**src/rtl/serial_bit_source.sv**
```systemverilog
// serial_bit_source: parallel-to-serial front end for the bit-serial sequence
// detectors. Words arrive over a valid/ready handshake and leave one bit per
// clock on sout, back to back with no idle gap between consecutive words.
//
// state   | meaning
// --------+---------------------------------------------------------------
// S_IDLE  | no word in flight; sout/sout_valid held at 0, ready for a word
// S_SHIFT | sout carries bit cnt of the word in sreg; reload allowed at last bit
module serial_bit_source #(
  parameter int WIDTH     = 8,
  parameter bit MSB_FIRST = 1'b1
) (
  input  logic             clk,
  input  logic             reset_n,
  input  logic [WIDTH-1:0] din,
  input  logic             din_valid,
  output logic             din_ready,
  input  logic             abort,
  output logic             sout,
  output logic             sout_valid,
  output logic             busy
);

  localparam int            CW   = (WIDTH > 2) ? $clog2(WIDTH) : 1;
  localparam logic [CW-1:0] LAST = CW'(WIDTH - 1);

  typedef enum logic {
    S_IDLE  = 1'b0,
    S_SHIFT = 1'b1
  } state_t;

  state_t           r_state, w_state_nxt;
  logic [WIDTH-1:0] r_sreg, w_sreg_nxt;
  logic [CW-1:0]    r_cnt, w_cnt_nxt;
  logic             r_sout, w_sout_nxt;
  logic             r_sout_valid, w_sout_valid_nxt;

  logic             w_last;
  logic             w_first_bit;
  logic             w_next_bit;
  logic [WIDTH-1:0] w_shifted;

  assign w_last = (r_state == S_SHIFT) && (r_cnt == LAST);

  // The bit that follows the current one sits next to the output end of sreg;
  // sreg is shifted once per emitted bit so the output end always leads.
  assign w_first_bit = MSB_FIRST ? din[WIDTH-1]    : din[0];
  assign w_next_bit  = MSB_FIRST ? r_sreg[WIDTH-2] : r_sreg[1];
  assign w_shifted   = MSB_FIRST ? {r_sreg[WIDTH-2:0], 1'b0}
                                 : {1'b0, r_sreg[WIDTH-1:1]};

  // Ready in IDLE or on the last bit so the next word follows with no gap;
  // abort always wins and nothing is accepted while reset is held.
  assign din_ready = reset_n && !abort && ((r_state == S_IDLE) || w_last);

  assign sout       = r_sout;
  assign sout_valid = r_sout_valid;
  assign busy       = (r_state == S_SHIFT);

  // State, shift register, bit counter and registered serial outputs.
  always_ff @(posedge clk or negedge reset_n) begin
    if (!reset_n) begin
      r_state      <= S_IDLE;
      r_sreg       <= '0;
      r_cnt        <= '0;
      r_sout       <= 1'b0;
      r_sout_valid <= 1'b0;
    end else begin
      r_state      <= w_state_nxt;
      r_sreg       <= w_sreg_nxt;
      r_cnt        <= w_cnt_nxt;
      r_sout       <= w_sout_nxt;
      r_sout_valid <= w_sout_valid_nxt;
    end
  end

  // Next-state: load on handshake, shift while bits remain, drop to IDLE
  // (with a defined 0 on sout) at the end of a word or on abort.
  always_comb begin
    w_state_nxt      = r_state;
    w_sreg_nxt       = r_sreg;
    w_cnt_nxt        = r_cnt;
    w_sout_nxt       = r_sout;
    w_sout_valid_nxt = r_sout_valid;

    if (abort) begin
      w_state_nxt      = S_IDLE;
      w_sout_nxt       = 1'b0;
      w_sout_valid_nxt = 1'b0;
    end else begin
      case (r_state)
        S_IDLE: begin
          w_sout_nxt       = 1'b0;
          w_sout_valid_nxt = 1'b0;
          if (din_valid) begin
            w_state_nxt      = S_SHIFT;
            w_sreg_nxt       = din;
            w_cnt_nxt        = '0;
            w_sout_nxt       = w_first_bit;
            w_sout_valid_nxt = 1'b1;
          end
        end
        S_SHIFT: begin
          if (r_cnt != LAST) begin
            w_cnt_nxt        = r_cnt + CW'(1);
            w_sreg_nxt       = w_shifted;
            w_sout_nxt       = w_next_bit;
            w_sout_valid_nxt = 1'b1;
          end else if (din_valid) begin
            w_sreg_nxt       = din;
            w_cnt_nxt        = '0;
            w_sout_nxt       = w_first_bit;
            w_sout_valid_nxt = 1'b1;
          end else begin
            w_state_nxt      = S_IDLE;
            w_sout_nxt       = 1'b0;
            w_sout_valid_nxt = 1'b0;
          end
        end
        default: begin
          w_state_nxt      = S_IDLE;
          w_sout_nxt       = 1'b0;
          w_sout_valid_nxt = 1'b0;
        end
      endcase
    end
  end

endmodule

```
**config.mk**
```make
export PLATFORM = sky130hd
export DESIGN_NAME = serial_bit_source
export DESIGN_NICKNAME = d
export VERILOG_FILES = /design/src/rtl/serial_bit_source.sv
export SDC_FILE = /design/constraint.sdc
export NUM_CORES = 1
export LEC_CHECK = 0
export ABC_AREA = 1
export CORE_MARGIN = 4
export CORE_UTILIZATION = 43
export DETAILED_ROUTE_END_ITERATION = 10
export GPL_TIMING_DRIVEN = 0
export HOLD_SLACK_MARGIN = 0.15
export PLACE_DENSITY = 0.72
export SYNTH_ARGS = -nofsm -noshare
export SYNTH_HDL_FRONTEND = slang
export SYNTH_SLANG_ARGS = --single-unit
```
**constraint.sdc**
```tcl
create_clock -name clk -period 1.6 [get_ports clk]
set_clock_uncertainty 0.15 [all_clocks]
set_input_delay 0.24 -clock clk [delete_from_list [all_inputs] [get_ports clk]]
set_output_delay 0.24 -clock clk [all_outputs]
set_load 0.03 [all_outputs]
```
==> flow_metrics.py <==
metrics = {
    "timing": {
        "tns_ns": -0.111,
        "rsz0062_at_grt": "yes",
        "min_period_ns": 1.71,
        "worstMarginPinSlew_ns": 0.558,
        "fin_crit_sh": 1.07,
        "fmax_mhz": 584,
        "slew_viol_final": 0,
        "hold_ws_ns": 0.383,
        "worst_slack_ns": -0.111,
        "relSlewSlack": 0.627,
        "setup_viol": 1,
        "hold_viol": 0,
    },
    "clock_tree": {
        "htreeDepth": 1,
        "ctsLongestPathBuffers": 2,
        "cts_tree": "yes",
        "insertion_delay_ns": 0.27,
        "cts_root_buffer": "clkbuf_4",
        "cts_buffers": 3,
        "cts_sinks": 12,
        "clk_pin_slew_ns": 0.08,
    },
    "synthesis": {
        "synthesis.nets": 112,
        "ys_types": 14,
        "netlist_area_um2": 742,
        "ys_warn_count": 0,
        "ys_ff_latch": 12,
        "avgSynthCellArea_um2": 7.65,
        "syn_inst": 97,
        "seq_area_frac_synth": 0.405,
    },
    "run": {
        "cap_viol_max_count": 0,
    },
    "floorplan": {
        "fp.dieH_um": 49.5,
        "die-area_mm2": 0.00245,
        "rows": 14,
        "initial_core_util": 0.471,
        "num_io_pins": 16,
        "core_area_mm2": 0.00158,
        "fp.dieW_um": 49.5,
    },
    "routing": {
        "drt_first_pass_iters": 4,
        "wire_per_inst_um": 12.1,
        "wl_met2_um": 826,
        "drt-vias-per-instance": 4.85,
        "vias": 655,
        "wl_um": 1630,
        "drtIter0Drc": 6,
        "maxUsedRoutingLayer": "met4",
        "drc": 0,
        "dr_wl_met3_um": 64,
        "met1_length_um": 728,
        "final_antenna_net_count": 0,
    },
    "setup_path": {
        "path_max_fanout": 3,
        "worstSetupStartpointType": "flip-flop",
        "cp-end-kind": "output port",
        "required_ns": 1.21,
        "criticalPathCategory": "reg2out",
        "critical_path_arrival_ns": 1.32,
    },
    "cells_and_area": {
        "syn_to_final_growth_pct": 30.5,
        "diodes": 0,
        "fin_nets": 136,
        "drive_gt1_frac": 0.193,
    },
    "power": {
        "leakagePower_uw": 0.000556,
        "pwr_density_cell_mw_per_mm2": 843,
        "report.power.total_uw": 816,
        "peakVddDrop_mv": 0.463,
    },
    "status": {
        "status": "complete, but fails checks",
        "violations": "setup timing",
    },
    "global_route": {
        "grt_antenna_before_repair": 0,
        "grt_max_degree": 13,
        "grt_pass1_vias": 651,
        "grt_pass1_wl_um": 2800,
        "overflow": 0,
        "grt_usage": 0.147,
    },
    "placement": {
        "hpwlAfterDp_um": 1180,
        "gp_congestion": 0.766,
        "port_buffers": 15,
    },
    "min_path": {
        "hold_class": "reg2reg",
    },
}
-- sequential cells by signal, indices dropped and copies added (netlist names) --
| name | count |
|---|---|
| sout_valid | 1 |
| r_cnt | 3 |
| r_sreg | 7 |
| sout | 1 |
-- layout make-up --
type	count	area (µm²)
timing repair buffer	19	179
buffer	4	37.5
tap	16	20.0
fill	153	608
inverter	24	90.1
multi-input combinational	57	319
clock buffer	3	22.5
sequential	12	300
-- kinds of logic (layout without fill, tap and decap cells) --
| family | Yosys count | after routing | synth area share |
|---|---|---|---|
| flip-flops | 12 | 12 | 0.405 |
| AND/OR/NAND/NOR | 48 | 48 | 0.327 |
| AO/OA/AOI/OAI | 6 | 6 | 0.0455 |
| buffers and inverters | 28 | 50 | 0.172 |
| adder cells (fa/ha/maj) | 3 | 3 | 0.0506 |
-- cell usage after synthesis (all sizes together) --
cell / n / area share
a21oi: 1 / 0.0067
nand3: 24 / 0.20
ha: 3 / 0.051
nand2: 22 / 0.11
dfrtp: 12 / 0.40
o21ai: 5 / 0.039
buf: 4 / 0.051
nor2: 2 / 0.010
inv: 24 / 0.12
-- worst paths after layout --
check / from / endpoint / slack, ns / cells past startpoint
setup / recovery: r_cnt[0] / din_ready / -0.11 / 5
hold / removal: r_sreg[0] / r_sreg[0] / 0.38 / 2
setup reg to reg: r_cnt[0] / r_sreg[2] / 0.01 / 8
hold reg to reg: r_sreg[0] / r_sreg[0] / 0.38 / 2
max in group asynchronous: reset_n / r_sreg[2] / 0.43 / 2
min in group asynchronous: reset_n / sout / 0.50 / 2
-- through the flow --
step           utilization  cells  area, µm²  setup slack (ns)
3_3_place_gp         0.579    128        912            -0.831
5_1_grt              0.614    135        968            -0.173
6_report             0.614    135        968            -0.111
3_5_place_dp         0.579    128        912            -0.840
2_1_floorplan            -     97        742            0.0203
4_1_cts              0.602    133        948            -0.115
-- layout by cell type (no fill, tap or decap) --
cell	Yosys	final
a21oi_1	1	1
buf_4	2	6
buf_6	2	2
clkbuf_4	0	3
clkdlybuf4s50_1	0	10
dfrtp_1	12	12
dlygate4sd2_1	0	3
dlygate4sd3_1	0	1
dlymetal6s2s_1	0	1
ha_1	3	1
ha_2	0	2
inv_1	22	22
inv_2	2	2
nand2_1	21	21
nand2_2	1	1
nand3_1	18	18
nand3_2	6	6
nor2_1	2	2
o21ai_1	4	4
o21ai_2	1	1
-- layer usage --
metal,vias to the layer above,global-route usage
met1,303,0.184
met3,2,0.0452
li1,341,-
met4,0,0.0553
met2,9,0.236
met5,-,0
-- where the power goes --
| group | switching [µW] | internal (µW) | total, µW |
|---|---|---|---|
| logic | 134 | 113 | 248 |
| clock network | 100 | 87.0 | 187 |
| registers | 28.4 | 353 | 382 |
-- worst max-delay path: stages, from the launching register on --
cell and delay, ns:
dfrtp_1 0.38, ha_2 0.19, ha_2 0.15, inv_1 0.04, a21oi_1 0.11, buf_4 0.17
-- repair_timing --
item / CTS / global route
buffers inserted: 1 / 2
resized for setup: 10 / 2
hold buffers: 1 / 0
endpoints found under the hold margin: 12 / 0
pin swaps: 1 / 2
gates cloned: 0 / 0
setup endpoints to repair: 11 / 8
Power figures use the tool's default switching activity.
